==> config.mk <==
export PLATFORM = sky130hd
export DESIGN_NAME = lm_port_arbiter
export DESIGN_NICKNAME = d
export VERILOG_FILES = /design/src/rtl/lm_port_arbiter.sv
export SDC_FILE = /design/constraint.sdc
export NUM_CORES = 1
export LEC_CHECK = 0
export ABC_CLOCK_PERIOD_IN_PS = 4600
export CAP_MARGIN = 20
export CORE_AREA = 2 2 121 123
export DETAILED_ROUTE_END_ITERATION = 10
export DIE_AREA = 0 0 123 125
export DONT_BUFFER_PORTS = 1
export HOLD_SLACK_MARGIN = 0.12
export PLACE_DENSITY = 0.54
export SYNTH_ARGS = -nofsm -noshare
export SYNTH_HDL_FRONTEND = slang
export SYNTH_SLANG_ARGS = --single-unit
==> constraint.sdc <==
create_clock -name clock_50 -period 4.6 [get_ports clock_50]
set_clock_uncertainty 0.15 [all_clocks]
set_input_delay 0.46 -clock clock_50 [delete_from_list [all_inputs] [get_ports clock_50]]
set_output_delay 0.46 -clock clock_50 [all_outputs]
set_load 0.005 [all_outputs]
==> src/rtl/lm_port_arbiter.sv <==
`default_nettype none
// ============================================================================
//  Module      : lm_port_arbiter
//  Description : Round-robin arbiter that shares port B of the compute group's
//                8K x 32 local RAM between cpu0, cpu1, the IO controller and
//                the global-memory transfer engine.
//                - The winning request is registered onto the RAM port.
//                - Read data is returned with a one-hot valid strobe.
//                - An exclusive mode reserves the port for the IO controller.
//  Revision    : 1.0 - initial release
// ============================================================================
module lm_port_arbiter #(
  parameter int ADDR_W = 13,
  parameter int DATA_W = 32
) (
  input  logic                  clock_50,
  input  logic                  reset,
  input  logic [3:0]            req,
  input  logic [3:0]            req_we,
  input  logic [4*ADDR_W-1:0]   req_addr,
  input  logic [4*DATA_W-1:0]   req_wdata,
  input  logic                  ioc_excl,
  output logic [3:0]            gnt,
  output logic [3:0]            rvalid,
  output logic [DATA_W-1:0]     rdata,
  output logic [ADDR_W-1:0]     ram_addr,
  output logic                  ram_we,
  output logic [DATA_W-1:0]     ram_wdata,
  input  logic [DATA_W-1:0]     ram_q
);

  localparam int         c_NREQ     = 4;
  localparam logic [3:0] c_IOC_MASK = 4'b0100;

  // Registered state and its next-state values.
  logic [3:0]        gnt_q,       gnt_d;
  logic [3:0]        rd_tag_q,    rd_tag_d;    // read issued this cycle (aligned with gnt)
  logic [3:0]        rd_pend_q,   rd_pend_d;   // read whose data is on ram_q this cycle
  logic [3:0]        rvalid_q,    rvalid_d;
  logic [DATA_W-1:0] rdata_q,     rdata_d;
  logic [ADDR_W-1:0] ram_addr_q,  ram_addr_d;
  logic              ram_we_q,    ram_we_d;
  logic [DATA_W-1:0] ram_wdata_q, ram_wdata_d;
  logic [1:0]        ptr_q,       ptr_d;

  // Per-requester views of the flattened request buses.
  logic [ADDR_W-1:0] w_addr  [c_NREQ];
  logic [DATA_W-1:0] w_wdata [c_NREQ];

  // Arbitration results.
  logic [3:0] w_elig;
  logic       w_found;
  logic [1:0] w_win;
  logic [1:0] w_idx;
  logic [3:0] w_win_oh;

  generate
    for (genvar gi = 0; gi < c_NREQ; gi++) begin : g_unpack
      assign w_addr[gi]  = req_addr[gi*ADDR_W +: ADDR_W];
      assign w_wdata[gi] = req_wdata[gi*DATA_W +: DATA_W];
    end
  endgenerate

  // Eligible set: a requester granted this cycle is masked so its held
  // transaction is not granted twice; exclusive mode leaves only the IOC.
  always_comb begin
    w_elig = req & ~gnt_q;
    if (ioc_excl) begin
      w_elig = w_elig & c_IOC_MASK;
    end
  end

  // Round-robin search starting at ptr: first eligible index wins.
  always_comb begin
    w_found = 1'b0;
    w_win   = 2'd0;
    w_idx   = 2'd0;
    for (int k = 0; k < c_NREQ; k++) begin
      w_idx = ptr_q + 2'(k);
      if (!w_found && w_elig[w_idx]) begin
        w_found = 1'b1;
        w_win   = w_idx;
      end
    end
  end

  assign w_win_oh = 4'b0001 << w_win;

  // Next-state: register the winner onto the RAM port and advance the
  // read-return pipeline. Address and write data hold when idle.
  always_comb begin
    gnt_d       = 4'b0000;
    ram_we_d    = 1'b0;
    rd_tag_d    = 4'b0000;
    ram_addr_d  = ram_addr_q;
    ram_wdata_d = ram_wdata_q;
    ptr_d       = ptr_q;
    rd_pend_d   = rd_tag_q;
    rvalid_d    = rd_pend_q;
    rdata_d     = ram_q;
    if (w_found) begin
      gnt_d       = w_win_oh;
      ram_addr_d  = w_addr[w_win];
      ram_we_d    = req_we[w_win];
      ram_wdata_d = w_wdata[w_win];
      rd_tag_d    = req_we[w_win] ? 4'b0000 : w_win_oh;
      ptr_d       = w_win + 2'd1;
    end
  end

  // State register with synchronous reset; reset also flushes any
  // in-flight read so it produces no rvalid.
  always_ff @(posedge clock_50) begin
    if (reset) begin
      gnt_q       <= '0;
      rd_tag_q    <= '0;
      rd_pend_q   <= '0;
      rvalid_q    <= '0;
      rdata_q     <= '0;
      ram_addr_q  <= '0;
      ram_we_q    <= 1'b0;
      ram_wdata_q <= '0;
      ptr_q       <= 2'd0;
    end else begin
      gnt_q       <= gnt_d;
      rd_tag_q    <= rd_tag_d;
      rd_pend_q   <= rd_pend_d;
      rvalid_q    <= rvalid_d;
      rdata_q     <= rdata_d;
      ram_addr_q  <= ram_addr_d;
      ram_we_q    <= ram_we_d;
      ram_wdata_q <= ram_wdata_d;
      ptr_q       <= ptr_d;
    end
  end

  assign gnt       = gnt_q;
  assign rvalid    = rvalid_q;
  assign rdata     = rdata_q;
  assign ram_addr  = ram_addr_q;
  assign ram_we    = ram_we_q;
  assign ram_wdata = ram_wdata_q;

endmodule
`default_nettype wire

# Word-level counts from Yosys, hierarchy flattened
# Index checks and enable logic that the tools add are counted.
# Widths: inputs -> output; s select.
dict set report op_classes {
  bitwise_logic 4
  n_lt_le_gt_ge 6
  shift 1
  reduce_logical 8
  addsub 4
  n_mux 25
}
# op n
set ops {}
lappend ops {{$bmux 32 s2} 1}
lappend ops {{$mux 32} 2}
lappend ops {{$bmux 13 s2} 1}
lappend ops {{$mux 13} 2}
lappend ops {{$lt 2x3->1 const B} 5}
lappend ops {{$bmux 1 s2} 5}
lappend ops {{$mux 1} 9}
lappend ops {{$mux 2} 4}
lappend ops {{$add 2x1->2 const B} 2}
lappend ops {{$add 2x2->2 const B} 2}
lappend ops {{$and 4x4->4} 1}
lappend ops {{$mux 4} 1}
lappend ops {{$not 4->4} 1}
lappend ops {{$shl 1x2->4 const A} 1}
lappend ops {{$ge 3x3->1 const B} 1}
lappend ops {{$logic_and 1x1->1} 3}
lappend ops {{$logic_not 1->1} 3}
lappend ops {{$not 2->3} 1}
lappend ops {{$reduce_or 3->1} 1}
lappend ops {{$reduce_or 2->1} 1}
lappend ops {{$not 1->1} 1}
dict set report totals {
  in_bits 223
  ff_bits 96
  out_inout_bits 86
}

# Logic depth before layout (Yosys ltp)
dict set report logic_depth {
  word_depth 19
  depth_mapped 12
  ltp_nobuf 9
}

# Least setup slack after synthesis
# No wires, ideal clock.
dict set report synth_path {
  path_kind {in2reg}
  startpoint {input ioc_excl}
  endpoint {register rd_tag_q[3] (netlist: rd_pend_d[3])}
  n_path_buf 4
  t_required_ns 4.381
  arrival_time_ns 2.254
  stages 11
  path_slack_ns 2.128
  path_cell_list {buf_2 > o21a_1 > buf_2 > nor3_1 > buf_4 > buf_2 > ha_1 > inv_1 > a211oi_1 > nand4_1 > o21ai_1}
}
# item line_no
set synth_rtl {}
lappend synth_rtl {{from (decl)} 22} ;# input logic ioc_excl,
lappend synth_rtl {{$mux 4 *} 68} ;# if (ioc_excl) begin
lappend synth_rtl {{$bmux 1 s2} 80} ;# if (!w_found && w_elig[w_idx]) begin
lappend synth_rtl {{$mux 1 (not written as such)} 80}
lappend synth_rtl {{$mux 1} 80}
lappend synth_rtl {{$logic_not 1->1} 80}
lappend synth_rtl {{$logic_and 1x1->1} 80}
lappend synth_rtl {{$mux 1} 80}
lappend synth_rtl {{$logic_not 1->1} 80}
lappend synth_rtl {{$logic_and 1x1->1} 80}
lappend synth_rtl {{$mux 1} 80}
lappend synth_rtl {{$logic_not 1->1} 80}
lappend synth_rtl {{$logic_and 1x1->1} 80}
lappend synth_rtl {{$mux 2 *} 80}
lappend synth_rtl {{$shl 1x2->4 *} 87} ;# assign w_win_oh = 4'b0001 << w_win;
lappend synth_rtl {{net w_win_oh[3]} 55} ;# logic [3:0] w_win_oh;
lappend synth_rtl {{to (signal assigned)} 126} ;# rd_tag_q <= rd_tag_d;
lappend synth_rtl {{to (decl)} 37} ;# logic [3:0] rd_tag_q, rd_tag_d;
# The timed path passes the listed nets; every way through them passes the cells marked *. The select of a mux whose other input is x is not followed.
# A chain may end at the register's enable or synchronous reset.

# Worst setup path in the final report
dict set report layout_path {
  startpoint {register gnt_q[3] (netlist: gnt[3])}
  endpoint {register ram_addr_q[4] (netlist: ram_addr[4])}
}
dict set report layout_between {
  elab_chain_cells 19
}
# item line_no
set layout_lines {}
lappend layout_lines {{from (decl)} 36} ;# logic [3:0] gnt_q, gnt_d;
lappend layout_lines {{from (signal assigned)} 125} ;# gnt_q <= gnt_d;
lappend layout_lines {{$not 4->4 *} 67} ;# w_elig = req & ~gnt_q;
lappend layout_lines {{$and 4x4->4 *} 67}
lappend layout_lines {{$mux 4 *} 68}
lappend layout_lines {{$bmux 1 s2} 80}
lappend layout_lines {{$mux 1 (not written as such)} 80}
lappend layout_lines {{$mux 1} 80}
lappend layout_lines {{$logic_not 1->1} 80}
lappend layout_lines {{$logic_and 1x1->1} 80}
lappend layout_lines {{[... 2 more ...]} -}
lappend layout_lines {{$logic_and 1x1->1} 80}
lappend layout_lines {{$mux 1} 80}
lappend layout_lines {{$logic_not 1->1} 80}
lappend layout_lines {{$logic_and 1x1->1} 80}
lappend layout_lines {{$mux 2} 80}
lappend layout_lines {{$not 2->3 (not written as such)} 103} ;# ram_addr_d = w_addr[w_win];
lappend layout_lines {{$bmux 13 s2} 103}
lappend layout_lines {{$mux 13 (not written as such) (2 in series)} 103}
lappend layout_lines {{to (signal assigned)} 130} ;# ram_addr_q <= ram_addr_d;
lappend layout_lines {{to (decl)} 41} ;# logic [ADDR_W-1:0] ram_addr_q, ram_addr_d;
# Every way passes the cells marked *; elsewhere a longest branch is shown, timed or not. The select of a mux whose other input is x is not followed.

==> results.sh <==
export IMPL_end_kind="register"
export IMPL_cpMostUsedCell="buf_4"
export IMPL_routedWlPerCell_um=22.2
export IMPL_holdWs_ns=0.156
export IMPL_finish_net_count=760
export IMPL_cts_setup_buffers=0
export IMPL_cts_resized=0
export IMPL_synth_distinct_cells=41
export IMPL_syn_inst=540
export IMPL_std_cell_rows=44
export IMPL_worstMarginPinSlew_ns=1.08
export IMPL_synthTopCellsByCount="dfxtp_1 (96), o211ai_1 (52), nand2_1 (49)"
export IMPL_status="finished, final reports clean"
export IMPL_crit_chain="nand2b_4 > o21a_2 > buf_4 > nor3_2 > buf_4 > buf_4 > mux2i_1 > o211ai_2"
export IMPL_grt_pass1_wl_um=23800
export IMPL_synth_xor_area_frac=0
export IMPL_ir_drop_mv=0.188
export IMPL_p_per_area_nw_per_um2=384
export IMPL_fmax_ghz=0.329
export IMPL_finalCriticalPeriod_ns=3.04
export IMPL_hpwl_um=10500
export IMPL_synth_top_area_frac=0.367
export IMPL_vias=4388
export IMPL_core_area_um2=14200
export IMPL_pwr_share_seq=0.435
export IMPL_drtIter0Drc=266
export IMPL_start_util=0.368
export IMPL_rsz0062_at_grt="false"
export IMPL_drive_gt1_frac=0.149
export IMPL_maxSlewViolCount=0
export IMPL_arrival_ns=3.10
export IMPL_grt_pass1_vias=4434
export IMPL_synth_edf_count=0
export IMPL_synth_fp_nets=767
export IMPL_crit_family="buffers and inverters"
export IMPL_place_area_um2=5320
export IMPL_htreeDepth=3
export IMPL_cts_hold_buffers=33
export IMPL_numCtsBuffers=9
export IMPL_synth_compound_area_frac=0.276
export IMPL_fillers=1372
export IMPL_path_class="register to register"
export IMPL_yosys_warnings=0
export IMPL_netlist_top_cells_area="dfxtp_1 (37%), o211ai_2 (9.3%), mux2i_1 (8.6%)"
export IMPL_dr_pass1_iters=4
export IMPL_portBuffers=0
export IMPL_muxShareOfSynthArea=0.0861
export IMPL_antenna_found_initial=1
export IMPL_grt_total_usage=0.202
export IMPL_clkTransAtPathRegs_ns=0.08
export IMPL_synth_simple_gate_area_frac=0.201
export IMPL_cp_required_ns=4.66
export IMPL_combPwrFrac=0.225
export IMPL_cp_max_fo=29
export IMPL_ys_seq_area_frac=0.367
export IMPL_hp_class="primary input to register"
export IMPL_cp_slowest_cell="buf_4"
export IMPL_clock_path_buffers=2
export IMPL_fin_crit_sh=0.660
export IMPL_drc_errors=0
export IMPL_synth_main_ff_cell="dfxtp_1"
export IMPL_yosysTopAreaCell="dfxtp_1"
export IMPL_drt_wl_total_um=16100
export IMPL_cts_root_buffer="clkbuf_16"
export IMPL_vias_per_cell=6.08
export IMPL_syn_area_um2=5230
export IMPL_synthArstFlopShare=0
export IMPL_finalSetupViolations=0
export IMPL_switching_share=0.327
export IMPL_drtAntennaViolNets=0
export IMPL_ioPinCount=309
export IMPL_area_growth_syn_to_layout_pct=14.1
export IMPL_synth_top_family_by_area="compound AO/OA/AOI/OAI gates"
export IMPL_synth_adder_area_share=0.00957
export IMPL_clkSinkCount=96
export IMPL_diodes=0
export IMPL_die_w_um=123
export IMPL_power_leakage_nw=2.23
export IMPL_grt_start_max_net_pins=58
export IMPL_switchingPower_w=0.000750
export IMPL_tns_ns=0
export IMPL_synth_avg_cell_area_um2=9.69
export IMPL_start_kind="register"
export IMPL_overflow=0
export IMPL_cp_slowest_stage_delay_ns=0.48
export IMPL_insertion_delay_ns=0.35
export IMPL_drv_cap=0
export IMPL_hold_viol=0
export IMPL_cts_tree="yes"
export IMPL_die_area_um2=15400
export IMPL_final_area_um2=5970
export IMPL_p_clk_frac=0.340
export IMPL_die_h_um=125
export IMPL_synth_most_common_cell="dfxtp_1"
export IMPL_p_int_w=0.00154
export IMPL_critPathBufInv=3
export IMPL_gp_congestion=0.860
export IMPL_maxSlewHeadroom=0.276
export IMPL_ys_ff_latch=96
flip-flops by register name, summed over array words and instances (netlist names):
| register | cells |
|---|---|
| rdata | 32 |
| gnt | 4 |
| ram_wdata | 32 |
| rvalid | 4 |
| ptr_q | 2 |
| ram_we | 1 |
| rd_pend_q | 4 |
| ram_addr | 13 |
| rd_pend_d | 4 |
path summary, 6_finish.rpt:
check / from / to / slack [ns] / cells past startpoint
setup / recovery: gnt[3] / ram_addr[4] / 1.56 / 8
hold / removal: req_wdata[60] / ram_wdata[28] / 0.16 / 2
setup reg to reg: gnt[3] / ram_addr[4] / 1.56 / 8
hold reg to reg: rd_pend_q[2] / rvalid[2] / 0.29 / 1
placed cells by master, fill, tap and decap left out, types with 2 or more instances in the layout:
cell type / netlist / layout
o31a_1: 45 / 45
nor2b_1: 44 / 44
o211ai_1: 52 / 52
dfxtp_1: 96 / 96
o21ai_4: 0 / 2
o21a_2: 0 / 2
and4_1: 45 / 45
buf_4: 1 / 11
a21oi_1: 3 / 2
nand2_1: 49 / 49
o211ai_2: 39 / 39
mux2i_1: 45 / 45
nand4_1: 6 / 6
or3b_1: 2 / 2
dlygate4sd3_1: 0 / 32
and2_1: 2 / 2
o21ai_1: 5 / 4
nand2b_1: 9 / 8
o31ai_1: 2 / 2
clkbuf_16: 0 / 9
inv_8: 0 / 3
inv_1: 5 / 5
a211oi_1: 4 / 4
clkinv_8: 0 / 2
ha_1: 4 / 4
nor2_1: 2 / 2
cells by family (layout without fill, tap and decap cells):
kind of cell    after synthesis  after routing
mux                          45             45
compound gates              160            160
buf+inv                      68             66
fa+ha+maj                     4              4
flops                        96             96
simple gates                167            167
final cells by class:
class,instances,area (um2),area share
Inverter,6,22.5,0.00377
Clock inverter,7,83.8,0.0140
Multi-Input combinational cell,376,3060,0.513
Sequential cell,96,1920,0.322
Clock buffer,9,225,0.0377
Tap cell,184,230,0.0386
Timing Repair Buffer,44,423,0.0708
per-stage QoR:
stage,setup slack [ns],util,cells,total power [W]
after floorplan,2.13,-,540,0.00140
after global placement,1.57,0.375,673,0.00149
after detailed placement,1.54,0.375,673,0.00151
after CTS,1.55,0.420,722,0.00232
after global routing,1.24,0.420,722,0.00240
final,1.56,0.420,722,0.00229
per-layer routing:
| layer | wire length, um | vias up | share of wire | track usage |
|---|---|---|---|---|
| li1 | - | 2038 | - | - |
| met5 | 13 | - | 0.00081 | 0 |
| met1 | 6180 | 2086 | 0.38 | 0.223 |
| met3 | 1420 | 31 | 0.088 | 0.0616 |
| met4 | 358 | 2 | 0.022 | 0.0829 |
| met2 | 8090 | 231 | 0.50 | 0.354 |
power by group through the flow:
stage               sequential (W)  clock (W)  combinational [W]
finish                    0.000996   0.000779           0.000514
global route               0.00101   0.000829           0.000563
CTS                       0.000997   0.000800           0.000519
detailed placement         0.00102          0           0.000490
global placement           0.00101          0           0.000477
floorplan                 0.000990          0           0.000406
No activity file was read; power rests on OpenSTA's default activity.
==> edit: new RTL, same flow settings <==
`rdata_q` no longer has a reset.
--- a/src/rtl/lm_port_arbiter.sv
+++ b/src/rtl/lm_port_arbiter.sv
@@ -117,5 +117,4 @@
       rd_pend_q   <= '0;
       rvalid_q    <= '0;
-      rdata_q     <= '0;
       ram_addr_q  <= '0;
       ram_we_q    <= 1'b0;
@@ -127,5 +126,4 @@
       rd_pend_q   <= rd_pend_d;
       rvalid_q    <= rvalid_d;
-      rdata_q     <= rdata_d;
       ram_addr_q  <= ram_addr_d;
       ram_we_q    <= ram_we_d;
@@ -133,4 +131,8 @@
       ptr_q       <= ptr_d;
     end
+  end
+
+  always_ff @(posedge clock_50) begin
+    rdata_q <= rdata_d;
   end
 
Formal check against the unedited RTL: not equivalent (a bounded check fails within 4 cycles, from zero or initial values and one cycle with reset high).
==> edit against the original RTL <==
Routed wire length rose by 1.9%; largest cell class unchanged; maximum frequency grew 0.71%; die area is the same; power decreased by 0.46%; synthesized area is 4.0% lower; final area fell by 3.1%; sequential cell count is the same; critical path type unchanged; via count down 4.3%; setup slack better by 0.021 ns; worst hold slack lost 0.0010 ns.
==> edit: results (changes against the original RTL) <==
metric	value	unit	change
status	completed		
fraction of layout instances using a drive strength above 1	15.78	%	+0.91 points
1st-pass router iterations	4		unchanged
vias in the first global route	4139		-6.7%
Post-synth top cells	96 x dfxtp_1, 52 x o211ai_1, 49 x nand2_1		
largest net degree at the start of global routing	55		-5.2%
DR WL/cell	23.65	um	+6.3%
placed insts	641		-4.8%
CP Max Fanout	30		+3.4%
DRT iter0 DRCs	301		+13%
post-place setup slack	1.546	ns	+0.004370 ns
cell chosen for the clock root	clkbuf_16		
initial antenna violation count	1		unchanged
post-synthesis async set-or-reset flop share	0	%	unchanged
Worst IR Drop VDD	0.1590	mV	-15%
slowest cell on the critical path	o221ai_4		
dominant cells by area after synthesis	dfxtp_1 38%, o211ai_2 9.7%, mux2i_1 9.0%, and4_1 7.9%, o31a_1 7.9%		
ys flop type	dfxtp_1		
All-Layer GR Usage	20.75	%	+0.59 points
Mean Syn Cell Area	9.938	um^2	+2.6%
post-synthesis sequential area ratio	38.29	%	+1.5 points
CTS Buf Count	9		unchanged
htree depth	3		unchanged
Lkg Pwr	2.167	nW	-2.8%
Final #Nets	729		-4.1%
first-pass GRT wire length	24400	um	+2.3%
port buffer count	0		unchanged
Clock Pin Slew Worst Setup and Hold Paths	0.08	ns	about the same
Fill cells	1337		-2.6%
final WL	16370	um	+1.9%
via count	4198		-4.3%
Min-Delay Path Class	input pin to flip-flop		
Netlist cell types	41		unchanged
CP peak stage delay	0.70	ns	+0.22 ns
Top delay family on crit path	compound AO/OA/AOI/OAI gates		
clk buf depth	2		unchanged
final setup vio count	0		unchanged
postcts setup bufs	0		unchanged
CP Data Arrival Time	3.09	ns	about the same
yosys warns	0		unchanged
Slew headroom	24.26	%	-3.3 points
Worst-Skew Late Latency	0.35	ns	about the same
GP Congestion	0.8286		-3.6%
HPWL after detailed placement	11060	um	+5.8%
## edit: worst reg2reg max path: stages (launching register included)
cell and delay (ns):
dfxtp_1 0.40, or3b_1 0.40, o311a_1 0.16, o221ai_4 0.70, nand2b_2 0.50, buf_4 0.41
o211ai_1 0.17
## edit: layout make-up
cell class | instances | share of cell area, %
multi-input combinational | 344 | 49.47
sequential | 96 | 33.21
timing repair buffer | 45 | 7.611
tap | 184 | 3.978
clock buffer | 9 | 3.892
clock inverter | 7 | 1.405
inverter | 6 | 0.3892
antenna | 1 | 0.04324
## edit: worst paths after layout
path | start | cells after the start | endpoint | slack (ns)
hold reg to reg | rd_pend_d[1] | 1 | rd_pend_q[1] | 0.29
setup reg to reg | ptr_q[0] | 6 | ram_addr[2] | 1.58
hold / removal | req_wdata[50] | 2 | ram_wdata[18] | 0.16
setup / recovery | ptr_q[0] | 6 | ram_addr[2] | 1.58
## edit: power by group
part           leakage (nW)  internal, mW  total [mW]  switching (mW)
clock                 0.150         0.389       0.762           0.373
sequential            0.797         0.923        1.00          0.0777
combinational          1.22         0.223       0.517           0.294
total                  2.17          1.53        2.28           0.745
## edit: what timing repair did
item / 4_1_cts / 5_1_grt
endpoints found under the setup margin: 0 / 0
gates resized for setup: 0 / 0
hold endpoints to repair: 46 / 0
hold buffers: 33 / 0
## edit: through the flow
| stage | area [um^2] | power, mW | hold WS, ns |
|---|---|---|---|
| finish | 5787 | 2.280 | 0.1553 |
| global route | 5784 | 2.392 | 0.1535 |
| CTS | 5757 | 2.297 | 0.1406 |
| detailed placement | 5120 | 1.508 | 0.2731 |
| global placement | 5120 | 1.493 | 0.2709 |
| floorplan | 5019 | 1.384 | 0.2638 |
## edit: per-layer routing
layer / routed length (um) / up-vias / part of all wire, % / global-route usage (%)
met3: 1443 / 26 / 8.8 / 6.159
li1: - / 1934 / - / -
met4: 426 / 0 / 2.6 / 7.888
met1: 6209 / 1994 / 38 / 24.21
met5: 0 / - / 0 / 0
met2: 8285 / 244 / 51 / 35.46
## edit: cells by family after synthesis
family,after synthesis,share of synthesized area [%]
adders and majority gates,4,0.9973
and+or+nand+nor,135,16.95
DFF,96,38.29
muxes,45,8.975
buffers and inverters,65,6.008
AOI/OAI and AO/OA,160,28.77
